[src/rtl/msrv32_pkg.sv]
// Shared definitions for the msrv32 fetch sequencer: FSM state codes,
// next-PC select codes and the default boot address.
package msrv32_pkg;

  localparam logic [1:0] S_BOOT = 2'd0;
  localparam logic [1:0] S_RUN  = 2'd1;
  localparam logic [1:0] S_WAIT = 2'd2;

  typedef enum logic [1:0] {
    SEL_SEQ  = 2'd0,
    SEL_BR   = 2'd1,
    SEL_TRAP = 2'd2,
    SEL_MRET = 2'd3
  } pc_sel_t;

  localparam logic [31:0] BOOT_ADDR_DEFAULT = 32'h0000_0000;

endpackage

[src/rtl/msrv32_next_pc_mux.sv]
// Combinational next-PC priority select (trap > mret > branch > sequential)
// with branch-target alignment check.
module msrv32_next_pc_mux
  import msrv32_pkg::*;
#(
  parameter int unsigned WIDTH = 32
) (
  input  logic             en,
  input  logic             advance,
  input  logic [WIDTH-1:0] pc,
  input  logic [WIDTH-1:0] pc_plus_4,
  input  logic             branch_taken,
  input  logic [WIDTH-1:0] branch_target,
  input  logic             trap_taken,
  input  logic [WIDTH-1:0] trap_vector,
  input  logic             mret,
  input  logic [WIDTH-1:0] epc,
  output logic [WIDTH-1:0] next_pc,
  output logic             redirect,
  output logic             misaligned
);

  localparam logic [WIDTH-1:0] ALIGN_MASK = ~(WIDTH'(3));

  pc_sel_t sel;
  logic    target_aligned;

  always_comb begin
    target_aligned = (branch_target[1:0] == 2'b00);
    sel = SEL_SEQ;
    if (en) begin
      if (trap_taken)                         sel = SEL_TRAP;
      else if (mret)                          sel = SEL_MRET;
      else if (branch_taken && target_aligned) sel = SEL_BR;
    end
    misaligned = en && !trap_taken && !mret && branch_taken && !target_aligned;
    redirect   = (sel != SEL_SEQ);
    // A misaligned branch freezes the PC so the trap logic sees the faulting fetch.
    unique case (sel)
      SEL_TRAP: next_pc = trap_vector & ALIGN_MASK;
      SEL_MRET: next_pc = epc & ALIGN_MASK;
      SEL_BR:   next_pc = branch_target;
      default:  next_pc = (advance && !misaligned) ? pc_plus_4 : pc;
    endcase
  end

endmodule

[src/rtl/msrv32_fetch_sequencer.sv]
// Program-counter owner for the msrv32 fetch stage: boot/run/wait FSM,
// PC register, imem request handshake and registered flush/misalign pulses.
module msrv32_fetch_sequencer
  import msrv32_pkg::*;
#(
  parameter int unsigned      WIDTH     = 32,
  parameter logic [WIDTH-1:0] BOOT_ADDR = WIDTH'(BOOT_ADDR_DEFAULT)
) (
  input  logic             msrv32_mp_clk_in,
  input  logic             msrv32_mp_rst_in,
  input  logic             branch_taken_in,
  input  logic [WIDTH-1:0] branch_target_in,
  input  logic             trap_taken_in,
  input  logic [WIDTH-1:0] trap_vector_in,
  input  logic             mret_in,
  input  logic [WIDTH-1:0] epc_in,
  input  logic             stall_in,
  input  logic             imem_ready_in,
  output logic [WIDTH-1:0] pc_out,
  output logic [WIDTH-1:0] pc_plus_4_out,
  output logic             imem_req_out,
  output logic [WIDTH-1:0] imem_addr_out,
  output logic             flush_out,
  output logic             misaligned_instr_out
);

  logic [1:0]       state;
  logic [1:0]       state_nxt;
  logic [WIDTH-1:0] pc;
  logic [WIDTH-1:0] pc_nxt;
  logic             redirect;
  logic             misaligned;
  logic             advance;

  assign pc_out        = pc;
  assign pc_plus_4_out = pc + WIDTH'(4);
  assign imem_addr_out = pc;
  assign imem_req_out  = (state != S_BOOT);
  assign advance       = imem_req_out && imem_ready_in && !stall_in;

  msrv32_next_pc_mux #(
    .WIDTH(WIDTH)
  ) u_next_pc_mux (
    .en            (imem_req_out),
    .advance       (advance),
    .pc            (pc),
    .pc_plus_4     (pc_plus_4_out),
    .branch_taken  (branch_taken_in),
    .branch_target (branch_target_in),
    .trap_taken    (trap_taken_in),
    .trap_vector   (trap_vector_in),
    .mret          (mret_in),
    .epc           (epc_in),
    .next_pc       (pc_nxt),
    .redirect      (redirect),
    .misaligned    (misaligned)
  );

  // A redirect abandons any outstanding request and restarts fetch in S_RUN.
  always_comb begin
    state_nxt = state;
    if (redirect) begin
      state_nxt = S_RUN;
    end else begin
      unique case (state)
        S_BOOT:  state_nxt = S_RUN;
        S_RUN:   state_nxt = imem_ready_in ? S_RUN : S_WAIT;
        S_WAIT:  state_nxt = imem_ready_in ? S_RUN : S_WAIT;
        default: state_nxt = S_BOOT;
      endcase
    end
  end

  always_ff @(posedge msrv32_mp_clk_in) begin
    if (msrv32_mp_rst_in) begin
      state                <= S_BOOT;
      pc                   <= BOOT_ADDR;
      flush_out            <= 1'b0;
      misaligned_instr_out <= 1'b0;
    end else begin
      state                <= state_nxt;
      pc                   <= pc_nxt;
      flush_out            <= redirect;
      misaligned_instr_out <= misaligned;
    end
  end

endmodule

[config.mk]
export PLATFORM = sky130hd
export DESIGN_NAME = msrv32_fetch_sequencer
export DESIGN_NICKNAME = d
export VERILOG_FILES = /design/src/rtl/msrv32_pkg.sv /design/src/rtl/msrv32_next_pc_mux.sv /design/src/rtl/msrv32_fetch_sequencer.sv
export SDC_FILE = /design/constraint.sdc
export NUM_CORES = 1
export LEC_CHECK = 0
export CAP_MARGIN = 0
export CORE_UTILIZATION = 40
export DETAILED_ROUTE_END_ITERATION = 7
export HOLD_SLACK_MARGIN = 0.06
export PLACE_DENSITY = 0.87
export SYNTH_ARGS = -nofsm -noshare
export SYNTH_HDL_FRONTEND = slang
export SYNTH_SLANG_ARGS = --single-unit
[constraint.sdc]
create_clock -name msrv32_mp_clk_in -period 5.7 [get_ports msrv32_mp_clk_in]
set_input_delay 1.14 -clock msrv32_mp_clk_in [delete_from_list [all_inputs] [get_ports msrv32_mp_clk_in]]
set_output_delay 1.14 -clock msrv32_mp_clk_in [all_outputs]
set_load 0.01 [all_outputs]
After elaboration in Yosys (flattened, before gate mapping). Cells that the tools add are included.

Register bits after elaboration: 36. Bits of input ports: 103. Output and inout bits: 99. Logic and storage cells: 40.

$add $sub $neg: 1. Equal/unequal tests: 5. Muxes and demuxes: 9. Reductions and logical operators: 20.

Operators by type and width (number): $pmux 32 s3 (1); $add 32x3->32 const B (1); $mux 32 (1); $logic_and 1x1->1 (8); $mux 2 (4); $eq 2x2->1 const B (3); $logic_not 1->1 (5); $eq 2x1->1 const B (2); $logic_not 2->1 (2); $pmux 2 s2 (1); $reduce_bool 2->1 (2); $reduce_bool 4->1 (1); $reduce_or 2->1 (2); $mux 1 (2).

Longest topological paths before layout. Gate-level depths: netlist of run 1.

Depth after elaboration: 9. Gate-level depth with buffers: 10. Gate-level depth less buffers: 7.

By module. Synthesis of run 1 repeated with hierarchy kept, for this count alone.

Cell total of the unflattened synthesis: 324. Area total of the unflattened synthesis: 2869.0 sq um.

Modules (own cells, without submodules): msrv32_fetch_sequencer (times used 1, cells an instance 204, area each 1858.0 sq um, seq. area each 720.7 sq um); msrv32_next_pc_mux (times used 1, cells an instance 120, area each 1011.0 sq um, seq. area each 0.0 sq um).

Least setup slack after synthesis of run 1. OpenSTA, ideal clock, no wires.

Kind: reg-to-output. From: reg pc[2], in the netlist imem_addr_out[2]. To: out pc_plus_4_out[20]. Data arrival time: 1.898 ns. Data required time: 4.560 ns. Setup slack: 2.662 ns. Stages on the path, launching flop included: 6. Path buffers: 0. Cells stage by stage: dfxtp_1 ha_1 nand3_2 nor4_4 or2b_1 xnor2_1.

Cells in the longest elaborated chain, start to end: 1.

Ends and longest elaborated chain: start: declaration (line msrv32_fetch_sequencer.sv:29) `logic [WIDTH-1:0] pc;`; start signal: assignment (line msrv32_fetch_sequencer.sv:82) `pc <= pc_nxt;`; $add 32x3->32 (line msrv32_fetch_sequencer.sv:36) `assign pc_plus_4_out = pc + WIDTH'(4);`; end: declaration (line msrv32_fetch_sequencer.sv:20) `output logic [WIDTH-1:0] pc_plus_4_out,`.

Every way passes these cells.

Final worst setup path of run 1.
From: reg pc[6], in the netlist imem_addr_out[6]. To: out pc_plus_4_out[27].

The elaborated chain is that of the path after synthesis.

==> impl_metrics.toml, run 1 <==
[worst_setup_path]
path_cells = "nand3_1 -> nor3_1 -> nand2_1 -> nor2_1 -> xor2_1 -> clkdlybuf4s50_1"
cpMaxStageDelayCell = "nor3_1"
slowest_delay_ns = 0.93
start_kind = "flip-flop"
cp.required_ns = 4.56
crit_path_end_kind = "output pin"
crit_fanout = 11
worstPathArrival_ns = 3.29
timing_worst_setup_path_type = "flip-flop to output pin"

[clocking]
hold_buffers = 0
clock_latency_ns = 0.29
clk_pin_slew_worst_paths_ns = 0.07
cts_buffers = 5
root_buffer = "clkbuf_8"
cts.sinks = 36
cts_buffer_depth = 2
post-cts-setup-buffer-count = 0
cts_resized = 0
h-tree-depth = 2
cts_tree = "built"

[finish]
diodes = 0
layoutNonFillerInstCount = 634
nets = 640
fillCellCount = 644
synthToLayoutAreaGrowth_pct = 57.4
layout-drive-gt1-share_pct = 4.49
fin_area_um2 = 4960
final_util_pct = 66.5

[logic_synthesis]
async_reset_ff_share_pct = 0
synth-edff-count = 0
synth_area_um2 = 3150
syn_nets = 501
yosysSeqAreaShare_pct = 22.9
ys_types = 58
ys.flop_type = "dfxtp_1"
yosysWarnings = 0
synth-seq-cells = 36
synth_area_leaders = "dfxtp_1 (23%), buf_4 (8.1%), xnor2_1 (6.7%)"
synth_top_area_share_pct = 22.9
yosys.area.top_type = "dfxtp_1"
synth.avg_cell_area_um2 = 7.97
synthCells = 395

[routing]
first_pass_iters = 7
dr_total_vias = 3760
drc_errors = 0
drt_iter0_drc = 264
viasPerCell = 5.93
drtAntennaViolNets = 0
wire_per_inst_um = 18.2
routed_wirelength_um = 11500

[power_and_ir_drop]
leakagePower_nw = 1.72
power.density_nw_per_um2 = 196
peakVddDrop_uv = 102

[sta]
period_share_pct = 77.8
rsz0062_at_grt = "no"
drv_slew = 0
finalClockSkew_ns = 0.00680
setup_tns_ns = 0
timing.fmax_ghz = 0.226
slew-limit-headroom_pct = 29.4
setup_viol = 0
finalHoldViolCount = 0
tightest_slew_ns = 1.06
period_needed_ns = 4.43

[global_route]
grt_pass1_vias = 3639
grt_pass1_wl_um = 18300
grt-ovfl-total = 0
grt.total_usage_pct = 27.7
grt_max_degree = 30
antenna_found_initial = 0

[floorplan]
dieWidth_um = 90.7
die_h_um = 90.7
io_pins = 202
die_area_um2 = 8230
core-area_um2 = 7450
initial_utilization_pct = 42.3
rows = 31

[place]
dp_hpwl_um = 8580
placed_area_um2 = 4870
placed_cells = 626
portBuffers = 197
gp_congestion = 0.865

[outcome]
status = "finished clean"

[flow_run]
cap_violations = 0

[worst_hold_path]
hold_path_class = "flip-flop to flip-flop"
## flip-flops by register name (all words and copies together) (netlist names)
| register | flops |
|---|---|
| state | 2 |
| misaligned_instr_out | 1 |
| flush_out | 1 |
| imem_addr_out | 32 |
## kinds of logic after synthesis
logic type	synth area share, %
adder cells (fa/ha/maj)	1.19
buffers and inverters	13.5
flip-flops	22.9
XOR/XNOR	13.1
AO/OA/AOI/OAI	24.8
AND/OR/NAND/NOR	24.6
## routing by layer
| metal | wire length [µm] | GRT usage [%] | vias up |
|---|---|---|---|
| li1 | - | - | 1723 |
| met1 | 4550 | 32.6 | 1813 |
| met2 | 5880 | 49.3 | 204 |
| met3 | 915 | 6.82 | 20 |
| met4 | 203 | 8.06 | 0 |
| met5 | 0 | 0 | - |
## through the flow
stage	setup WS, ns	total power [W]	hold WS (ns)
3_5_place_dp	1.66	0.000783	0.503
2_1_floorplan	2.66	0.000555	0.524
3_3_place_gp	1.71	0.000775	0.488
6_report	1.27	0.000973	0.509
4_1_cts	1.32	0.000972	0.516
5_1_grt	1.06	0.00102	0.530
## final cells by class
| type | count | area, µm² | area share (%) |
|---|---|---|---|
| inverters | 4 | 15.0 | 0.303 |
| well taps | 99 | 124 | 2.50 |
| clock buffers | 8 | 90.1 | 1.82 |
| flip-flops and latches | 36 | 721 | 14.5 |
| multi-input cells | 287 | 2010 | 40.6 |
| repair buffers | 200 | 1990 | 40.2 |
## power by group
group	internal [W]	switching (W)
registers	0.000281	0.0000625
clock network	0.0000987	0.0000932
logic	0.000260	0.000177
total	0.000640	0.000333
## worst max-delay path: cells and delay by family, from the launching register on
family | cells | cell delay [ns]
DFF | 1 | 0.50
buffers and inverters | 1 | 0.54
xor gates and xnor gates | 1 | 0.15
and+or+nand+nor | 4 | 1.81
## cells in the mapped netlist, types with 10 or more instances
cell type and count:
a221oi_1 17, nand3_1 15, xnor2_1 24, clkbuf_1 16, buf_2 13, a211oi_1 12
o22a_1 10, nand2_1 37, dfxtp_1 36, a21oi_1 10, buf_4 34, nor2_1 26
nand4_1 14, o21ai_0 13, xor2_1 23
## layout by cell type, fill, tap and decap left out, drive strengths merged, types with 2 or more instances in the layout
cell type | Yosys | routed
xor2 | 23 | 23
a221o | 3 | 3
and3 | 6 | 6
nor3b | 2 | 2
a21o | 4 | 4
buf | 49 | 3
nand3 | 16 | 16
xnor2 | 24 | 24
o22a | 10 | 10
nor3 | 9 | 9
ha | 3 | 3
a211oi | 12 | 12
clkdlybuf4s50 | 0 | 197
nand4 | 15 | 15
dfxtp | 36 | 36
a22oi | 3 | 3
and2 | 5 | 5
a222oi | 9 | 9
or3 | 2 | 2
a221oi | 18 | 18
clkbuf | 19 | 8
o211ai | 6 | 6
and4 | 2 | 2
nor4 | 8 | 8
inv | 4 | 4
nor2 | 27 | 27
o311ai | 5 | 5
o21ai | 14 | 14
a21oi | 10 | 10
nand2 | 37 | 37
## path summary, 6_finish.rpt
path / cells after the start / startpoint / slack (ns) / endpoint
hold reg to reg: 1 / imem_addr_out[1] / 0.51 / imem_addr_out[1]
hold / removal: 1 / imem_addr_out[1] / 0.51 / imem_addr_out[1]
setup / recovery: 6 / imem_addr_out[6] / 1.27 / pc_plus_4_out[27]
setup reg to reg: 6 / state[0] / 2.87 / imem_addr_out[22]
(Power assumes the default switching activity.)
==> inputs of run 2 (changes only) <==
--- a/config.mk
+++ b/config.mk
@@ -6,10 +6,10 @@
 export NUM_CORES = 1
 export LEC_CHECK = 0
 export CAP_MARGIN = 0
-export CORE_UTILIZATION = 40
+export CORE_UTILIZATION = 34
 export DETAILED_ROUTE_END_ITERATION = 7
 export HOLD_SLACK_MARGIN = 0.06
-export PLACE_DENSITY = 0.87
+export PLACE_DENSITY = 0.79
 export SYNTH_ARGS = -nofsm -noshare
 export SYNTH_HDL_FRONTEND = slang
 export SYNTH_SLANG_ARGS = --single-unit
==> constraint.sdc (replaced) <==
create_clock -name msrv32_mp_clk_in -period 3.7 [get_ports msrv32_mp_clk_in]
set_input_delay 0.74 -clock msrv32_mp_clk_in [delete_from_list [all_inputs] [get_ports msrv32_mp_clk_in]]
set_output_delay 0.74 -clock msrv32_mp_clk_in [all_outputs]
set_load 0.01 [all_outputs]
==> run 2 against run 1 <==
Net effect:
- the run now ends with design-rule violations left
- register-to-register slack worse by 1.7 ns
- count of clock-buffer cells in the layout is 2 lower
- clock skew is 0.0029 ns higher
- hold slack worse by 0.0030 ns
- largest cell class is now buffers
==> impl_metrics.toml, run 2 (synthesis gave the netlist of run 1 again) <==
[worst_hold_path]
hold_path_class = "flip-flop to flip-flop"
hold_start = "imem_addr_out[0]"

[clocking]
clock_latency_ns = 0.29
cts_buffer_depth = 2
cts_tree = "built"
cts.sinks = 36
clk_pin_slew_worst_paths_ns = 0.08
post-cts-setup-buffer-count = 0
cts_resized = 0
root_buffer = "clkbuf_8"
cts_buffers = 5
hold_buffers = 0
h-tree-depth = 2

[sta]
slew-limit-headroom_pct = 43.7
finalClockSkew_ns = 0.00971
timing.fmax_ghz = 0.286
period_share_pct = 94.4
setup_tns_ns = 0
finalHoldViolCount = 0
setup_viol = 0
period_needed_ns = 3.49
hold_ws_ns = 0.506
drv_slew = 0
tightest_slew_ns = 0.844
finalWorstSetupSlack_ns = 0.207
rsz0062_at_grt = "no"

[floorplan]
die_h_um = 98.2
io_pins = 202
dieWidth_um = 98.2
initial_utilization_pct = 35.6
rows = 34
core-area_um2 = 8850
die_area_um2 = 9650

[worst_setup_path]
crit_fanout = 8
cp.required_ns = 2.96
critPathLaunch = "imem_addr_out[17]"
start_kind = "flip-flop"
timing_worst_setup_path_type = "flip-flop to output pin"
crit_path_end_kind = "output pin"
timing.rr.start = "state[0]"
worstPathArrival_ns = 2.75

[power_and_ir_drop]
leakagePower_nw = 1.82
peakVddDrop_uv = 144
power.density_nw_per_um2 = 299

[place]
portBuffers = 197
dp_hpwl_um = 9280
gp_congestion = 0.889
preCtsSetupSlack_ns = 0.385

[flow_run]
cap_violations = 0

[global_route]
grt.total_usage_pct = 23.6
antenna_found_initial = 0
grt_max_degree = 23
grt-ovfl-total = 0
grt_pass1_vias = 3580
grt_pass1_wl_um = 18200

[routing]
drtAntennaViolNets = 0
drc_errors = 12
viasPerCell = 5.68
first_pass_iters = 8
routed_wirelength_um = 12100
wire_per_inst_um = 18.3
dr_total_vias = 3750
drt_iter0_drc = 250

[outcome]
status = "finished, violations left"
violations = "design-rule violations"

[finish]
final_cell_mix = "clkdlybuf4s50_1 (197), nand2_1 (37), dfxtp_1 (36)"
final_common_cell = "clkdlybuf4s50_1"
layout-drive-gt1-share_pct = 8.33
nets = 657
diodes = 0
synthToLayoutAreaGrowth_pct = 62.8
largest_register_ffs = 32
[run 2: cell types whose count changed in the layout (fill, tap and decap cells not counted)]
| cell | change |
|---|---|
| nand3_2 | +1 |
| clkbuf_1 | -2 |
| buf_12 | +1 |
| nand3_1 | -1 |
| clkinv_2 | +2 |
| nor3_2 | +2 |
| buf_4 | +16 |
| nor3_1 | -2 |
[run 2: power breakdown]
part	switching, W	total (W)	internal [W]	leakage (nW)
Combinational	0.000293	0.000709	0.000416	1.47
Clock	0.000153	0.000302	0.000149	0.0510
Sequential	0.0000896	0.000522	0.000432	0.297
Total	0.000536	0.00153	0.000997	1.82
[run 2: area by class of cell]
cell class              count  area, µm²
flip-flops and latches     36        721
fillers                   811       3720
clock buffers               6       82.6
repair buffers            217       2130
inverters                   4       15.0
well taps                 108        135
multi-input cells         287       2030
clock inverters             2       10.0
[run 2: routing by layer]
layer / global-route usage, % / vias up / part of all wire, %
li1: - / 1754 / -
met1: 28.2 / 1765 / 41
met2: 41.7 / 193 / 49
met3: 4.94 / 38 / 6.8
met4: 8.38 / 0 / 3.0
met5: 0 / - / 0
[run 2: final timing paths]
| kind | endpoint | slack [ns] | cells after the start |
|---|---|---|---|
| min | imem_addr_out[0] | 0.51 | 1 |
| min reg2reg | imem_addr_out[0] | 0.51 | 1 |
| max reg2reg | imem_addr_out[21] | 1.21 | 7 |
| max | pc_plus_4_out[28] | 0.21 | 5 |
[run 2: critical path: stages, from the launching register on]
cell	delay [ns]
dfxtp_1	0.52
nand4_1	0.35
nor3_1	0.63
nand4_1	0.22
xnor2_1	0.19
clkdlybuf4s50_1	0.56
[run 2: metrics by stage]
| stage | std cells | total power (W) | cell area (µm²) | util [%] |
|---|---|---|---|---|
| 2_1_floorplan | 395 | 0.000854 | 3150 | - |
| 3_5_place_dp | 652 | 0.00123 | 5020 | 56.7 |
| 4_1_cts | 660 | 0.00153 | 5110 | 57.7 |
| 3_3_place_gp | 652 | 0.00121 | 5020 | 56.7 |
| 5_1_grt | 660 | 0.00160 | 5120 | 57.9 |
| 6_report | 660 | 0.00153 | 5120 | 57.9 |
==> RTL edit 1 (flow settings as in run 2) <==
`WIDTH` is set to 32 in 2 places; all go to 36.
--- a/src/rtl/msrv32_next_pc_mux.sv
+++ b/src/rtl/msrv32_next_pc_mux.sv
@@ -5,3 +5,3 @@
 #(
-  parameter int unsigned WIDTH = 32
+  parameter int unsigned WIDTH = 36
 ) (
--- a/src/rtl/msrv32_fetch_sequencer.sv
+++ b/src/rtl/msrv32_fetch_sequencer.sv
@@ -5,3 +5,3 @@
 #(
-  parameter int unsigned      WIDTH     = 32,
+  parameter int unsigned      WIDTH     = 36,
   parameter logic [WIDTH-1:0] BOOT_ADDR = WIDTH'(BOOT_ADDR_DEFAULT)
Interface: changed (6 resized); port bits go from 202 to 226. No check against the original RTL was run, so the function may have changed too.
==> RTL edit 1 against run 2 <==
  * Wire length is 3.4% higher
  * Design area rose by 4.2%
  * Setup slack improved by 0.041 ns
  * Synthesized area grew 1.7%
  * Final cell count up 1.5%
  * Synthesized cell count down 1.3%
  * Sequential cell count is 4 higher
  * Fmax increased by 1.2%
  * Power rose by 8.3%
  * Critical endpoint is now pc_plus_4_out[29]
  * Largest cell class unchanged
==> RTL edit 1: results (changes against run 2) <==
stage	metric	value	unit	change
routing	dr.pass1.iters	7		-1
routing	routed_wl	12500	um	+3.4%
routing	first_iter_violations	302		+21%
synthesis	synth_fa_ha_area_share	1.17	%	-0.020 points
global_route	met1_usage	29.4	%	+1.2 points
worst_setup_path	cp.arrival	2.71	ns	-0.04 ns
clocking	htree_num_levels	2		unchanged
global_route	grt_max_degree	39		+70%
power	irDropWorstVdd	0.153	mV	+6.3%
synthesis	ys_warn_count	0		unchanged
synthesis	ys_top_cells_by_area	dfxtp_1 25%, a222oi_1 10%, buf_4 9.4%		
hold_path	worstHoldPathType	reg -> reg		
synthesis	synthXorXnorAreaFrac	8.75	%	-4.3 points
place	gp_congestion	0.807		-9.2%
global_route	grt_pass1_vias	3816		+6.6%
synthesis	syn_inst	390		-1.3%
clocking	cts_made_buffers	5		unchanged
worst_setup_path	critPathLaunch	imem_addr_out[18]		
synthesis	synth_nets	508		+1.4%
power	power_switching	0.533	mW	-0.56%
worst_setup_path	crit_path_end	pc_plus_4_out[29]		
routing	topRoutingLayerUsed	met4		
hold_path	min_from	imem_addr_out[1]		
place	dp_cells	661		+1.4%
sta	fin_worst_skew	0.00836	ns	-0.00136 ns
global_route	grt_usage	25.0	%	+1.4 points
finish	finalNonFillerCells	670		+1.5%
worst_setup_path	reg2reg_depth	8		+1
worst_setup_path	cpPeakStageDelay	0.58	ns	-0.05 ns
synthesis	synth.distinct_cells	50		-14%
place	port_buffers	221		+12%
worst_setup_path	rr_endpoint	imem_addr_out[24]		
outcome	status	finished clean		
finish	nets	676		+2.9%
global_route	grt_util_met2	45.6	%	+3.9 points
global_route	grt_pass1_wl	19500	um	+7.2%
routing	wl_met3	1040	um	+26%
place	placed_cell_area	5200	um^2	+3.6%
sta	relSlewSlack	43.1	%	-0.59 points
routing	route.met2.wl	6160	um	+4.4%
power	p_leak	1.88	nW	+3.2%
hold_path	hold_end	imem_addr_out[1]		
clocking	clockRootBuffer	clkbuf_8		
worst_setup_path	worstPathMaxFanout	10		+2
global_route	met3_usage	5.46	%	+0.52 points
clocking	clk_latency	0.29	ns	about the same
finish	largest_reg_flops	36		+13%
synthesis	yosysSeqAreaShare	25.0	%	+2.1 points
synthesis	synth_common_cells	40 x buf_4, 40 x dfxtp_1, 32 x a222oi_1		
synthesis	synth_compound_area_share	28.6	%	+3.8 points
routing	via_count	3867		+3.1%
place	hpwl	9000	um	-3.0%
clocking	post_cts_resized	0		unchanged
routing	met1_length	5060	um	+2.2%
finish	drive_gt1_share	7.69	%	-0.64 points
worst_setup_path	cp_slowest_cell	dfxtp_1		
==> RTL edit 1: cell count changes after synthesis, moves of 8 or more <==
| cell | run 2 | this run |
|---|---|---|
| a222oi_1 | 9 | 32 |
| nand2_1 | 37 | 18 |
| a221oi_1 | 17 | 0 |
| a21oi_1 | 10 | 22 |
| a31oi_1 | 1 | 13 |
| o22a_1 | 10 | 0 |
| buf_2 | 13 | 4 |
| clkbuf_1 | 16 | 25 |
| xor2_1 | 23 | 14 |
| o21ai_0 | 13 | 5 |
==> RTL edit 1: layout make-up <==
class / instances / area, um^2
inverter: 6 / 22.5
multi-input combinational: 273 / 1960
timing repair buffer: 232 / 2290
clock inverter: 1 / 30.0
fill: 829 / 3850
sequential: 40 / 801
tap: 111 / 139
clock buffer: 7 / 96.3
==> RTL edit 1: power by group through the flow <==
| stage | Combinational, mW | Clock (mW) | Sequential [mW] |
|---|---|---|---|
| 4_1_cts | 0.703 | 0.412 | 0.558 |
| 2_1_floorplan | 0.314 | 0 | 0.565 |
| 6_report | 0.700 | 0.402 | 0.559 |
| 5_1_grt | 0.746 | 0.436 | 0.571 |
| 3_5_place_dp | 0.699 | 0 | 0.569 |
| 3_3_place_gp | 0.690 | 0 | 0.562 |
==> RTL edit 1: per-stage QoR <==
stage | setup WS [ns] | utilization [%] | total power, mW | hold slack [ns]
after floorplan | 1.10 | - | 0.880 | 0.530
after global placement | 0.395 | 56.5 | 1.25 | 0.503
after detailed placement | 0.399 | 56.5 | 1.27 | 0.512
after CTS | 0.0674 | 57.9 | 1.67 | 0.522
after global routing | 0.0869 | 58.1 | 1.75 | 0.551
final | 0.248 | 58.1 | 1.66 | 0.526
==> RTL edit 2 (flow settings as in run 2) <==
Made on the original files. Reset style: asynchronous (`msrv32_mp_rst_in`), changed in one clocked block.
--- a/src/rtl/msrv32_fetch_sequencer.sv
+++ b/src/rtl/msrv32_fetch_sequencer.sv
@@ -73,3 +73,3 @@
 
-  always_ff @(posedge msrv32_mp_clk_in) begin
+  always_ff @(posedge msrv32_mp_clk_in or posedge msrv32_mp_rst_in) begin
     if (msrv32_mp_rst_in) begin
Behaviour: differs if msrv32_mp_rst_in is asserted again (counterexample within 4 cycles, from zero or initial values and one cycle with msrv32_mp_rst_in high); with msrv32_mp_rst_in held inactive, the same outputs for 10 cycles.
==> RTL edit 2 against run 2 <==
  * Clock skew shrank 0.0026 ns
  * Wire length fell by 9.9%
  * Sequential cell count stayed put
  * Synthesized area down 2.1%
  * Setup slack gained 0.049 ns
  * Design area shrank 2.0%
  * Via count shrank 6.2%
  * Non-clock buffer count decreased by 6
  * Largest cell class unchanged
Power is not compared: it rests on default switching activity, and its combinational part moved more than twofold at a synthesized area within 25%.
==> RTL edit 2: results (changes against run 2) <==
stage	metric	value	unit	change
outcome	status	finished clean		
sta	fin_worst_skew	0.00711	ns	-0.00261 ns
synthesis	synth_common_cells	36 x buf_4, 36 x dfrtp_1, 24 x a21oi_1		
global_route	grt_usage	22.9	%	-0.69 points
global_route	grt_pass1_wl	17600	um	-3.4%
finish	drive_gt1_share	6.20	%	-2.1 points
worst_setup_path	reg2reg_slack	1.49	ns	+0.28 ns
synthesis	ys_top_cells_by_area	dfrtp_1 29%, buf_4 8.8%, xnor2_1 6.0%		
place	gp_congestion	0.841		-5.3%
synthesis	synth.distinct_cells	53		-8.6%
finish	nets	621		-5.5%
synthesis	synth_nets	466		-7.0%
worst_setup_path	r2r_start	state[0]		
routing	routed_wl	10900	um	-9.9%
global_route	grt_max_degree	36		+57%
sta	tightest_slew	0.806	ns	-0.0378 ns
global_route	grt_pass1_vias	3547		-0.92%
worst_setup_path	worstPathMaxFanout	15		+7
synthesis	avgSynthCellArea	8.56	um^2	+7.4%
routing	first_iter_violations	125		-50%
worst_setup_path	rr_endpoint	imem_addr_out[16]		
synthesis	synth-main-ff-cell	dfrtp_1		
routing	dr.pass1.iters	5		-3
routing	vias_per_cell	5.64		-0.80%
global_route	antenna_found_initial	0		unchanged
worst_setup_path	cp.arrival	2.70	ns	-0.05 ns
place	hpwl	8200	um	-12%
routing	routedWlPerCell	17.4	um	-4.7%
worst_setup_path	critPathLaunch	imem_addr_out[3]		
synthesis	async_flop_share	100	%	+100 points
synthesis	yosysSeqAreaShare	29.2	%	+6.3 points
-- RTL edit 2: changes by cell type in the layout (fill, tap and decap cells not counted), sizes merged, moves of 13 or more --
cell,delta
a21oi,+14
a221oi,-13
dfxtp,-36
xor2,-16
dfrtp,+36
nand2,-18
nor2,-15
-- RTL edit 2: timing repair --
action                     4_1_cts  5_1_grt
resized for setup                0        1
setup endpoints to repair        0        3
hold buffers                     0        0
setup buffers                    0        1
-- RTL edit 2: critical path, stage by stage (launching register included) --
cell             delay, ns
dfrtp_1               0.44
ha_1                  0.25
inv_1                 0.13
nor4_4                0.30
buf_4                 0.27
nand4_1               0.21
xnor2_1               0.23
clkdlybuf4s50_1       0.58
-- RTL edit 2: worst min path at each step --
stage	startpoint	end	slack [ns]	cells past startpoint
final	imem_addr_out[1]	imem_addr_out[1]	0.55	1
after global routing	imem_addr_out[1]	imem_addr_out[1]	0.59	1
after CTS	imem_addr_out[1]	imem_addr_out[1]	0.56	1
after detailed placement	imem_addr_out[1]	imem_addr_out[1]	0.54	1
after global placement	imem_addr_out[1]	imem_addr_out[1]	0.53	1
after floorplan	state[1]	state[1]	0.56	2
-- RTL edit 2: area by class of cell --
class | count | area [um^2]
clock buffer | 8 | 90.1
fill | 807 | 3740
inverter | 12 | 45.0
multi-input combinational | 249 | 1780
sequential | 36 | 902
tap | 108 | 135
timing repair buffer | 211 | 2080
-- RTL edit 2: power breakdown --
part           internal, mW  total [mW]  switching (mW)
registers             0.548       0.868           0.319
clock network         0.152       0.291           0.139
logic                  1.17        2.01           0.838
-- RTL edit 2: per-stage QoR --
step	hold slack [ns]	worst slack, ns	instance area (um^2)	utilization [%]	total power [mW]
after floorplan	0.560	1.18	3080	-	1.86
after global placement	0.532	0.505	4930	56.2	2.84
after detailed placement	0.538	0.491	4930	56.2	2.89
after CTS	0.556	0.146	5020	57.2	3.19
after global routing	0.593	0.0415	5020	57.3	3.37
final	0.550	0.256	5020	57.3	3.17
-- RTL edit 2: cells by family (layout without fill, tap and decap cells) --
logic type	count (synthesis)	in the layout	synth area share, %
AND/OR/NAND/NOR	97	97	18.6
XOR/XNOR	28	28	7.96
flip-flops	36	36	29.2
adder cells (fa/ha/maj)	3	3	1.22
AO/OA/AOI/OAI	121	121	29.1
buffers and inverters	75	231	13.9
-- RTL edit 2: routing by layer --
layer | share of wire [%] | global-route usage (%)
met2 | 51 | 41.9
met3 | 6.7 | 4.96
met4 | 2.6 | 9.18
met5 | 0 | 0
met1 | 39 | 25.6
